$ cat src/rtl/rr_grant_arbiter8.sv
// Round-robin arbiter for eight requesters with binary grant index, grant
// enable and a hold limit that force-releases a grant after MAX_HOLD cycles.
module rr_grant_arbiter8 #(
  parameter int unsigned MAX_HOLD = 16,
  parameter int unsigned HOLD_W   = 8
) (
  input  logic       clk,
  input  logic       rst,
  input  logic [7:0] req,
  input  logic       done,
  output logic [2:0] grant_idx,
  output logic       grant_en,
  output logic       timeout
);

  localparam int unsigned N_REQ = 8;
  localparam int unsigned IDX_W = 3;
  localparam bit          HOLD_EN = (MAX_HOLD != 0);
  // Counter value on the last permitted grant cycle.
  localparam logic [HOLD_W-1:0] HOLD_LAST =
    (MAX_HOLD == 0) ? '0 : HOLD_W'(MAX_HOLD - 1);

  typedef enum logic {
    IDLE  = 1'b0,
    GRANT = 1'b1
  } state_e;

  state_e             state_q, state_d;
  logic [IDX_W-1:0]   ptr_q, ptr_d;
  logic [HOLD_W-1:0]  hold_q, hold_d;
  logic [IDX_W-1:0]   grant_idx_q, grant_idx_d;
  logic               grant_en_q, grant_en_d;
  logic               timeout_q, timeout_d;

  logic               pick_found;
  logic [IDX_W-1:0]   pick_idx;
  logic [IDX_W-1:0]   cand;

  // First requester at or after ptr, scanning upward with wrap.
  always_comb begin
    pick_found = 1'b0;
    pick_idx   = ptr_q;
    cand       = ptr_q;
    for (int unsigned k = 0; k < N_REQ; k++) begin
      cand = ptr_q + IDX_W'(k);
      if (!pick_found && req[cand]) begin
        pick_found = 1'b1;
        pick_idx   = cand;
      end
    end
  end

  // Next-state and registered-output logic.
  always_comb begin
    state_d     = state_q;
    ptr_d       = ptr_q;
    hold_d      = hold_q;
    grant_idx_d = grant_idx_q;
    timeout_d   = 1'b0;

    unique case (state_q)
      IDLE: begin
        if (pick_found) begin
          state_d     = GRANT;
          grant_idx_d = pick_idx;
          hold_d      = '0;
        end
      end
      GRANT: begin
        if (done || !req[grant_idx_q]) begin
          state_d = IDLE;
          ptr_d   = grant_idx_q + IDX_W'(1);
        end else if (HOLD_EN && (hold_q == HOLD_LAST)) begin
          state_d   = IDLE;
          ptr_d     = grant_idx_q + IDX_W'(1);
          timeout_d = 1'b1;
        end else begin
          hold_d = hold_q + HOLD_W'(1);
        end
      end
      default: state_d = IDLE;
    endcase

    grant_en_d = (state_d == GRANT);
  end

  // State and output registers with asynchronous reset.
  always_ff @(posedge clk or posedge rst) begin
    if (rst) begin
      state_q     <= IDLE;
      ptr_q       <= '0;
      hold_q      <= '0;
      grant_idx_q <= '0;
      grant_en_q  <= 1'b0;
      timeout_q   <= 1'b0;
    end else begin
      state_q     <= state_d;
      ptr_q       <= ptr_d;
      hold_q      <= hold_d;
      grant_idx_q <= grant_idx_d;
      grant_en_q  <= grant_en_d;
      timeout_q   <= timeout_d;
    end
  end

  assign grant_idx = grant_idx_q;
  assign grant_en  = grant_en_q;
  assign timeout   = timeout_q;

endmodule

$ cat config.mk
export PLATFORM = sky130hd
export DESIGN_NAME = rr_grant_arbiter8
export DESIGN_NICKNAME = d
export VERILOG_FILES = /design/src/rtl/rr_grant_arbiter8.sv
export SDC_FILE = /design/constraint.sdc
export NUM_CORES = 1
export LEC_CHECK = 0
export CAP_MARGIN = 40
export CORE_UTILIZATION = 62
export CTS_CLUSTER_SIZE = 24
export DETAILED_ROUTE_END_ITERATION = 16
export GPL_TIMING_DRIVEN = 0
export PLACE_DENSITY = 0.86
export SKIP_LAST_GASP = 1
export SLEW_MARGIN = 30
export SYNTH_ARGS = -nofsm -noshare
export SYNTH_HDL_FRONTEND = slang
export SYNTH_SLANG_ARGS = --single-unit
$ cat constraint.sdc
create_clock -name clk -period 5.8 [get_ports clk]
set_clock_uncertainty 0.1 [all_clocks]
set_input_delay 1.16 -clock clk [delete_from_list [all_inputs] [get_ports clk]]
set_output_delay 1.16 -clock clk [all_outputs]
set_load 0.02 [all_outputs]
### Yosys cells after proc, flatten, opt, wreduce, memory -nomap -nowiden

Index checks and enable logic that the tools add are counted.

* add/sub/neg operators: 9
* order comparisons: 9
* eq/ne operators: 4
* multiplexer cells: 46
* bitwise gates (word level): 1
* reduce and logical (&&, ||, !) cells: 20

Operator list (count)
* $lt 3x4->1 const B: 9
* $bmux 1 s3: 9
* $mux 3: 9
* $mux 8: 3
* $mux 1: 23
* $pmux 8 s2: 1
* $add 3x3->3 const B: 4
* $add 8x1->8 const B: 1
* $eq 8x4->1 const B: 1
* $logic_not 1->1: 8
* $logic_and 1x1->1: 7
* $add 3x1->3 const B: 2
* $add 3x2->3 const B: 2
* $ne 2x2->1 const B: 3
* $reduce_and 2->1: 2
* $reduce_and 3->1: 1
* $pmux 1 s2: 1
* $reduce_bool 2->1: 1
* $logic_or 1x1->1: 1
* $not 1->1: 1

* bits in registers: 16
* bits of input ports: 11
* output and inout bits: 5
* logic and storage cells: 94

### Depth between registers and ports, before layout

Gate-level depths: netlist (run 1).

* depth after elaboration: 26
* depth in mapped cells: 12
* mapped depth without buffers: 9

### Least setup slack after synthesis (run 1)

No wires, ideal clock.

* kind: input -> register
* start point: input port req[7]
* end point: register grant_idx_q[0], in the netlist grant_idx[0]
* arrival time: 3113 ps
* data required time: 5572 ps
* path slack: 2459 ps
* stages: 8
* cell sequence: mux4_1 > mux2_4 > nor4_4 > and2_1 > buf_6 > a22oi_1 > xnor2_1 > mux2_1

* word-level cells in the longest chain between the ends: 25

Ends and longest elaborated chain
* start: declaration: line 9 `input logic [7:0] req,`
* $bmux 1 s3: line 46 `if (!pick_found && req[cand]) begin`
* $mux 1 (implied by the code): line 46
* $mux 1: line 46
* $logic_not 1->1: line 46
* $logic_and 1x1->1: line 46
* $mux 1: line 46
* $logic_not 1->1: line 46
* $logic_and 1x1->1: line 46
* [... 9 more ...]
* $mux 1: line 46
* $logic_not 1->1: line 46
* $logic_and 1x1->1: line 46
* $mux 1: line 46
* $logic_not 1->1: line 46
* $logic_and 1x1->1: line 46
* $mux 1: line 46
* $reduce_and 2->1 (no line)
* end signal: assignment: line 100 `grant_idx_q <= grant_idx_d;`
* end: declaration: line 31 `logic [IDX_W-1:0] grant_idx_q, grant_idx_d;`

Parallel ways exist; a longest one is shown, timed or not. The select of a mux whose other input is x is not followed.
A chain may end at the register's enable or synchronous reset.

### Worst setup path after layout (run 1)

Ends and elaborated chain as after synthesis.

==> impl_metrics.yaml, run 1 <==
logic_synthesis:
  synth_compound_area_frac: 0.153
  synth_top_area_frac: 0.242
  synth_fa_ha_area_frac: 0.0303
  synth_top_family_by_area: "multiplexers"
  synthMuxAreaShare: 0.294
  ys_types: 47
  synth_edf_count: 0
  synthFlopType: "dfrtp_1"
  synth_async_sr_flop_share: 1.00
  synthCells: 157
  synth.largest_area_cell: "dfrtp_1"
  synth.yosys.seq_area_share: 0.242
  syn_nets: 172
  synth-seq-cells: 16
  synth_area_leaders: "dfrtp_1, mux4_2, mux4_1"
  yosys_warnings: 0
  synth_xor_area_frac: 0.0530
  yosys.area_share.simple: 0.167
  netlist_area_mm2: 0.00165
  synth.avg_cell_area_um2: 10.5
clocking:
  clockRootBuffer: "clkbuf_4"
  cts_setup_buffers: 0
  cts_resized: 0
  htree_num_levels: 1
  clock_tree.buffer_depth: 2
  cts_buffers: 3
  clk_latency_ns: 0.29
  clk_pin_slew_ns: 0.09
  cts_tree: "done"
  clkSinkCount: 16
  postCtsHoldBufs: 0
setup_path:
  r2r_slack_ns: 2.36
  endpoint: "grant_idx[0]"
  reg2reg_depth: 11
  criticalPathCategory: "in2reg"
  start_kind: "input pin"
  r2r_end: "hold_q[5]"
  cp.arrival_ns: 3.92
  critical_path_required_ns: 5.87
  crit_fanout: 7
  startpoint: "req[7]"
  end_kind: "register"
  reg2reg_from: "ptr_q[0]"
layout:
  fillers: 176
  antennaDiodeCount: 0
  stdcell_count: 207
  nets: 193
  multi_input_area_mm2: 0.00115
  ff_latch_area_um2: 400
  syn2layout_area_growth_pct: 13.9
  drive_above_1_share: 0.192
timing:
  rsz0062_at_grt: "false"
  finalCriticalPeriod_ns: 3.85
  fin_crit_sh: 0.663
  finalSetupTns_ns: 0
  setup_viol: 0
  maxSlewHeadroom: 0.603
  setup_slack_ns: 1.95
  maxSlewViolCount: 0
  fmax_mhz: 260
  worstMarginPinSlew_ns: 0.578
  hold_viol: 0
routing:
  avgViaCountPerCell: 6.72
  wirelength_um: 3660
  via_count: 1391
  first_pass_iters: 5
  drt-wirelength-per-cell_um: 17.7
  drc: 0
  drt-initial-drc-count: 56
  ant_nets: 0
grt:
  grt_remaining_overflow: 0
  grt_max_degree: 17
  grtUsageTotal: 0.291
  grt_pass1_vias: 1309
  antenna_found_initial: 0
  grt_pass1_wl_um: 5980
die:
  core_mm2: 0.00250
  io_pins: 16
  die_h_um: 53.6
  initial_core_util: 0.661
  rows: 18
  die-area_mm2: 0.00288
  die_w_um: 53.6
place:
  dp.cells: 202
  port-buffer-count: 15
  post-place-ws_ns: 1.66
  dp_hpwl_um: 2780
  gp_congestion: 0.904
worst_hold_path:
  min_path_type: "reg2reg"
  hold_depth: 1
run_status:
  outcome: "complete, no violations"
run:
  maxCapViolCount: 0
==> flip-flops by register name (all words and copies together), names as in the netlist <==
name,count
hold_q,8
timeout,1
ptr_q,3
grant_en,1
grant_idx,3
==> layout by cell type, fill, tap and decap left out, types with 3 or more instances in the layout <==
cell type         n
nand4_1           6
o21ai_0           9
nand3_1           4
inv_1             8
a21oi_1           9
mux2i_1           7
mux4_2            9
nand2_1           7
clkbuf_4          3
nor2_1           13
mux4_1            5
buf_6             4
mux2_2            5
xor2_1            8
dfrtp_1          16
nor3_1            3
clkdlybuf4s50_1  15
ha_1              4
==> cell usage after synthesis (all sizes together) (3+ instances only) <==
cell type  number
o21ai           9
nor3            3
a21oi           9
xor2            8
nand2           7
mux2            7
ha              4
dfrtp          16
nand3           4
inv             8
nand4           6
buf             5
mux2i           7
nor2           14
mux4           14
a31oi           3
==> through the flow <==
step           area [um^2]  hold WS, ns   util
6_report              1880        0.457  0.753
5_1_grt               1880        0.491  0.753
4_1_cts               1880        0.457  0.751
3_5_place_dp          1840        0.441  0.736
3_3_place_gp          1840        0.429  0.736
2_1_floorplan         1650        0.394      -
==> logic make-up after synthesis <==
family / after synthesis
compound gates: 35
mux: 28
fa+ha+maj: 4
flops: 16
buf+inv: 15
simple gates: 49
xor+xnor: 10
==> routing by layer <==
layer / routed length [um] / global-route usage / vias to the layer above
li1: - / - / 656
met1: 1610 / 0.408 / 669
met2: 1750 / 0.469 / 62
met3: 265 / 0.0593 / 4
met4: 34 / 0.0570 / 0
met5: 0 / 0 / -
==> worst max-delay path: stages <==
cell and delay, ns:
clkdlybuf4s50_1 0.50, mux4_1 0.69, mux2_4 0.36, nor4_4 0.34, and2_1 0.19, buf_6 0.12, a22oi_1 0.09, xnor2_1 0.16
mux2_1 0.30
==> worst min-delay path by stage <==
stage	startpoint	to	slack (ns)
finish	hold_q[2]	hold_q[2]	0.46
global route	hold_q[2]	hold_q[2]	0.49
CTS	hold_q[2]	hold_q[2]	0.46
detailed placement	hold_q[7]	hold_q[7]	0.44
global placement	hold_q[2]	hold_q[2]	0.43
floorplan	hold_q[2]	hold_q[2]	0.39
==> area by class of cell <==
| cell class | count | area share |
|---|---|---|
| Tap cell | 30 | 0.0199 |
| Clock buffer | 4 | 0.0193 |
| Inverter | 8 | 0.0160 |
| Timing Repair Buffer | 16 | 0.0824 |
| Sequential cell | 16 | 0.213 |
| Multi-Input combinational cell | 126 | 0.612 |
| Buffer | 7 | 0.0372 |
Power of run 1 is left out: the tool's default activity adds up to more than one toggle a clock period on the data nets, which glitch-free logic cannot reach.
==> inputs of run 2 (changes only) <==
CORE_UTILIZATION = 52   (was 62)
PLACE_DENSITY = 0.77   (was 0.86)
clock period = 3.3 ns   (was 5.8 ns; I/O delays follow)
==> impl_metrics.yaml, run 2 (synthesized netlist as in run 1, its figures left out) <==
layout:
  antennaDiodeCount: 0
  drive_above_1_share: 0.218
  final_common_cell: "dfrtp_1"
  regMostFlops: "hold_q"
  nets: 195
  syn2layout_area_growth_pct: 18.5
  stdcell_count: 223
  largest_register_ffs: 8
  mostFrequentLayoutCells: "dfrtp_1, clkdlybuf4s50_1, nor2_1"
routing:
  drc: 0
  first_pass_iters: 4
  avgViaCountPerCell: 6.18
  drt-initial-drc-count: 59
  ant_nets: 0
  drt-wirelength-per-cell_um: 16.5
  wirelength_um: 3690
  via_count: 1378
clocking:
  clkSinkCount: 16
  clock_tree.buffer_depth: 2
  cts_tree: "done"
  cts_buffers: 3
  clk_pin_slew_ns: 0.09
  clk_latency_ns: 0.29
  clockRootBuffer: "clkbuf_4"
  htree_num_levels: 1
grt:
  grt_pass1_vias: 1219
  grt_pass1_wl_um: 5870
  grtUsageTotal: 0.227
  grt_max_degree: 17
  grt_remaining_overflow: 0
  antenna_found_initial: 0
place:
  dp.cells: 216
  gp_congestion: 0.908
  port-buffer-count: 15
  dp_hpwl_um: 2830
setup_path:
  end_kind: "register"
  endpoint: "grant_idx[0]"
  reg2reg_from: "ptr_q[0]"
  criticalPathCategory: "reg2reg"
  cp_num_buf_inv: 4
  critPathMostFrequentCell: "buf_6"
  r2r_slack_ns: 0.10
  crit_family: "multiplexers"
  critical_path_required_ns: 3.37
  cp.arrival_ns: 3.27
  r2r_end: "grant_idx[0]"
  crit_slowest_cell: "dfrtp_1"
  cp_num_cells: 12
  startpoint: "ptr_q[0]"
  crit_chain: "buf_6, inv_1, ha_4, buf_6, mux4_2, mux2_4, nor4_4, and2_1, buf_6, a22oi_2, xnor2_1, mux2_1"
  critPathMaxStageDelay_ns: 0.39
  crit_fanout: 10
  reg2reg_depth: 12
  start_kind: "register"
timing:
  timing.hold.ws_ns: 0.449
  fmax_mhz: 313
  maxSlewHeadroom: 0.484
  finalSetupTns_ns: 0
  setup_viol: 0
  rsz0062_at_grt: "true"
  finalCriticalPeriod_ns: 3.20
  fin_crit_sh: 0.969
  hold_viol: 0
  worstMarginPinSlew_ns: 0.768
  maxSlewViolCount: 0
die:
  die_w_um: 58.4
  initial_core_util: 0.546
  die_h_um: 58.4
  core_mm2: 0.00303
  die-area_mm2: 0.00341
  io_pins: 16
  rows: 20
run:
  maxCapViolCount: 0
run_status:
  outcome: "complete, no violations"
worst_hold_path:
  min_path_type: "reg2reg"
[run 2: metal layers]
metal  track usage  routed length, um  part of all wire  vias up
met3        0.0418                200             0.054        2
met1         0.334               1650              0.45      669
met5             0                  0                 0        -
met4        0.0442                 27            0.0073        0
li1              -                  -                 -      654
met2         0.355               1810              0.49       53
[run 2: area by class of cell]
| class | count | area [um^2] |
|---|---|---|
| Buffer | 7 | 73.8 |
| Clock buffer | 4 | 36.3 |
| Fill cell | 244 | 1070 |
| Inverter | 8 | 30.0 |
| Multi-Input combinational cell | 126 | 1190 |
| Sequential cell | 16 | 400 |
| Tap cell | 44 | 55.1 |
| Timing Repair Buffer | 18 | 173 |
[run 2: worst min path at each step]
stage | start | to | depth (start not counted)
floorplan | hold_q[2] | hold_q[2] | 1
global placement | hold_q[7] | hold_q[7] | 2
detailed placement | hold_q[2] | hold_q[2] | 1
CTS | hold_q[2] | hold_q[2] | 1
global route | hold_q[7] | hold_q[7] | 2
finish | hold_q[2] | hold_q[2] | 1
[run 2: through the flow]
stage / util / area (um^2) / setup WS [ns]
floorplan: - / 1650 / 0.184
global placement: 0.614 / 1860 / -0.288
detailed placement: 0.614 / 1860 / -0.375
CTS: 0.637 / 1930 / 0.0330
global route: 0.647 / 1960 / -0.0397
finish: 0.647 / 1960 / 0.102
[run 2: what timing repair did]
item	4_1_cts	5_1_grt
pin swaps	1	0
setup endpoints to repair	8	6
cloned	0	0
gates resized for setup	4	5
hold buffers	0	0
buffers inserted	3	0
[run 2: worst register-to-register path: cells and delay by family, from the launching register on]
family	cells	cell delay, ns
muxes	3	1.00
buffers and inverters	4	0.57
and+or+nand+nor	2	0.47
DFF	1	0.39
adders and majority gates	1	0.32
xor gates and xnor gates	1	0.15
AOI/OAI and AO/OA	1	0.08
Power of run 2 is left out for the same reason.
==> inputs of run 3 (changes only) <==
CORE_MARGIN = 2   (was not set)
==> impl_metrics.yaml, run 3 (synthesized netlist as in run 1, its figures left out) <==
place:
  gp_congestion: 0.882
  post-place-ws_ns: -0.359
  dp.cells: 216
  dp_hpwl_um: 2820
  port-buffer-count: 15
timing:
  setup_viol: 0
  fin_crit_sh: 0.984
  rsz0062_at_grt: "true"
  timing.hold.ws_ns: 0.463
  maxSlewHeadroom: 0.477
  hold_viol: 0
  finalCriticalPeriod_ns: 3.25
  worstMarginPinSlew_ns: 0.777
  setup_slack_ns: 0.0520
  maxSlewViolCount: 0
  fmax_mhz: 308
setup_path:
  crit_chain: "clkdlybuf4s50_1, mux4_2, mux2_4, nor4_4, and2_1, buf_6, a22oi_1, xnor2_1, mux2_1"
  crit_slowest_cell: "mux4_2"
  criticalPathCategory: "in2reg"
  crit_fanout: 7
  end_kind: "register"
  start_kind: "input pin"
  cp_num_buf_inv: 2
  crit_family: "multiplexers"
  cp.arrival_ns: 3.32
  critical_path_required_ns: 3.37
  critPathMaxStageDelay_ns: 0.59
clocking:
  clk_latency_ns: 0.29
  clk_pin_slew_ns: 0.10
  postCtsHoldBufs: 0
  cts_buffers: 3
  cts_tree: "done"
  clockRootBuffer: "clkbuf_4"
  clock_tree.buffer_depth: 2
  htree_num_levels: 1
  clkSinkCount: 16
grt:
  grt_max_degree: 17
  grtUsageTotal: 0.228
  grt_remaining_overflow: 0
  grt_pass1_wl_um: 6140
  grt_pass1_vias: 1334
  antenna_found_initial: 0
layout:
  regMostFlops: "hold_q"
  final_util: 0.669
  final_common_cell: "dfrtp_1"
  nets: 204
  largest_register_ffs: 8
  stdcell_count: 232
  drive_above_1_share: 0.261
  fillers: 223
  mostFrequentLayoutCells: "dfrtp_1, clkdlybuf4s50_1, nor2_1"
  ff_latch_area_um2: 400
  antennaDiodeCount: 0
  multi_input_area_mm2: 0.00118
  syn2layout_area_growth_pct: 22.5
worst_hold_path:
  min_path_type: "reg2reg"
routing:
  drt-wirelength-per-cell_um: 16.8
  avgViaCountPerCell: 6.23
  wirelength_um: 3900
  first_pass_iters: 4
  drt-initial-drc-count: 94
  ant_nets: 0
  via_count: 1445
  drc: 0
run:
  maxCapViolCount: 0
die:
  die-area_mm2: 0.00365
  core_mm2: 0.00303
  die_w_um: 60.4
  die_h_um: 60.4
  rows: 20
  io_pins: 16
  initial_core_util: 0.546
run_status:
  outcome: "complete, no violations"
run 3: cell count changes in the layout (fill, tap and decap cells not counted):
cell	delta
buf_4	+9
mux2_4	-1
mux2_2	+1
a22oi_2	-1
inv_1	-2
clkinvlp_4	+2
a22oi_1	+1
run 3: per-layer routing:
metal	wire, um	part of all wire	vias to the layer above	GRT usage
li1	-	-	671	-
met2	1860	0.48	58	0.354
met1	1690	0.43	706	0.321
met5	0	0	-	0
met4	92	0.024	0	0.0635
met3	254	0.065	10	0.0533
run 3: final cells by class:
| class | count | area share |
|---|---|---|
| Multi-Input combinational cell | 126 | 0.583 |
| Sequential cell | 16 | 0.198 |
| Timing Repair Buffer | 27 | 0.119 |
| Buffer | 7 | 0.0365 |
| Tap cell | 44 | 0.0272 |
| Inverter | 8 | 0.0185 |
| Clock buffer | 4 | 0.0179 |
run 3: final timing paths:
kind	startpoint	to	slack (ns)	cells after the start
worst max-delay path	req[4]	grant_idx[0]	0.05	9
worst min-delay path	hold_q[7]	hold_q[7]	0.46	2
worst max register to register	ptr_q[1]	grant_idx[0]	0.11	12
worst min register to register	hold_q[7]	hold_q[7]	0.46	2
max in group asynchronous	rst	ptr_q[1]	2.09	2
min in group asynchronous	rst	hold_q[6]	0.62	2
run 3: what timing repair did:
item                                    4_1_cts  5_1_grt
resized for setup                             3        5
endpoints found under the setup margin        7        8
pin swaps                                     1        1
setup buffers                                 3        9
run 3: per-stage QoR:
step / cell area (um^2) / setup TNS, ns
finish: 2020 / 0
global placement: 1860 / -1.16
CTS: 1940 / -0.00607
floorplan: 1650 / 0
global route: 2020 / -0.0420
detailed placement: 1860 / -1.98
run 3: worst min-delay path, delay by kind of cell (launching register included):
family / cells / cell delay (ns)
xor+xnor: 1 / 0.07
simple gates: 1 / 0.08
flops: 1 / 0.38
Power of run 3 is left out for the same reason.
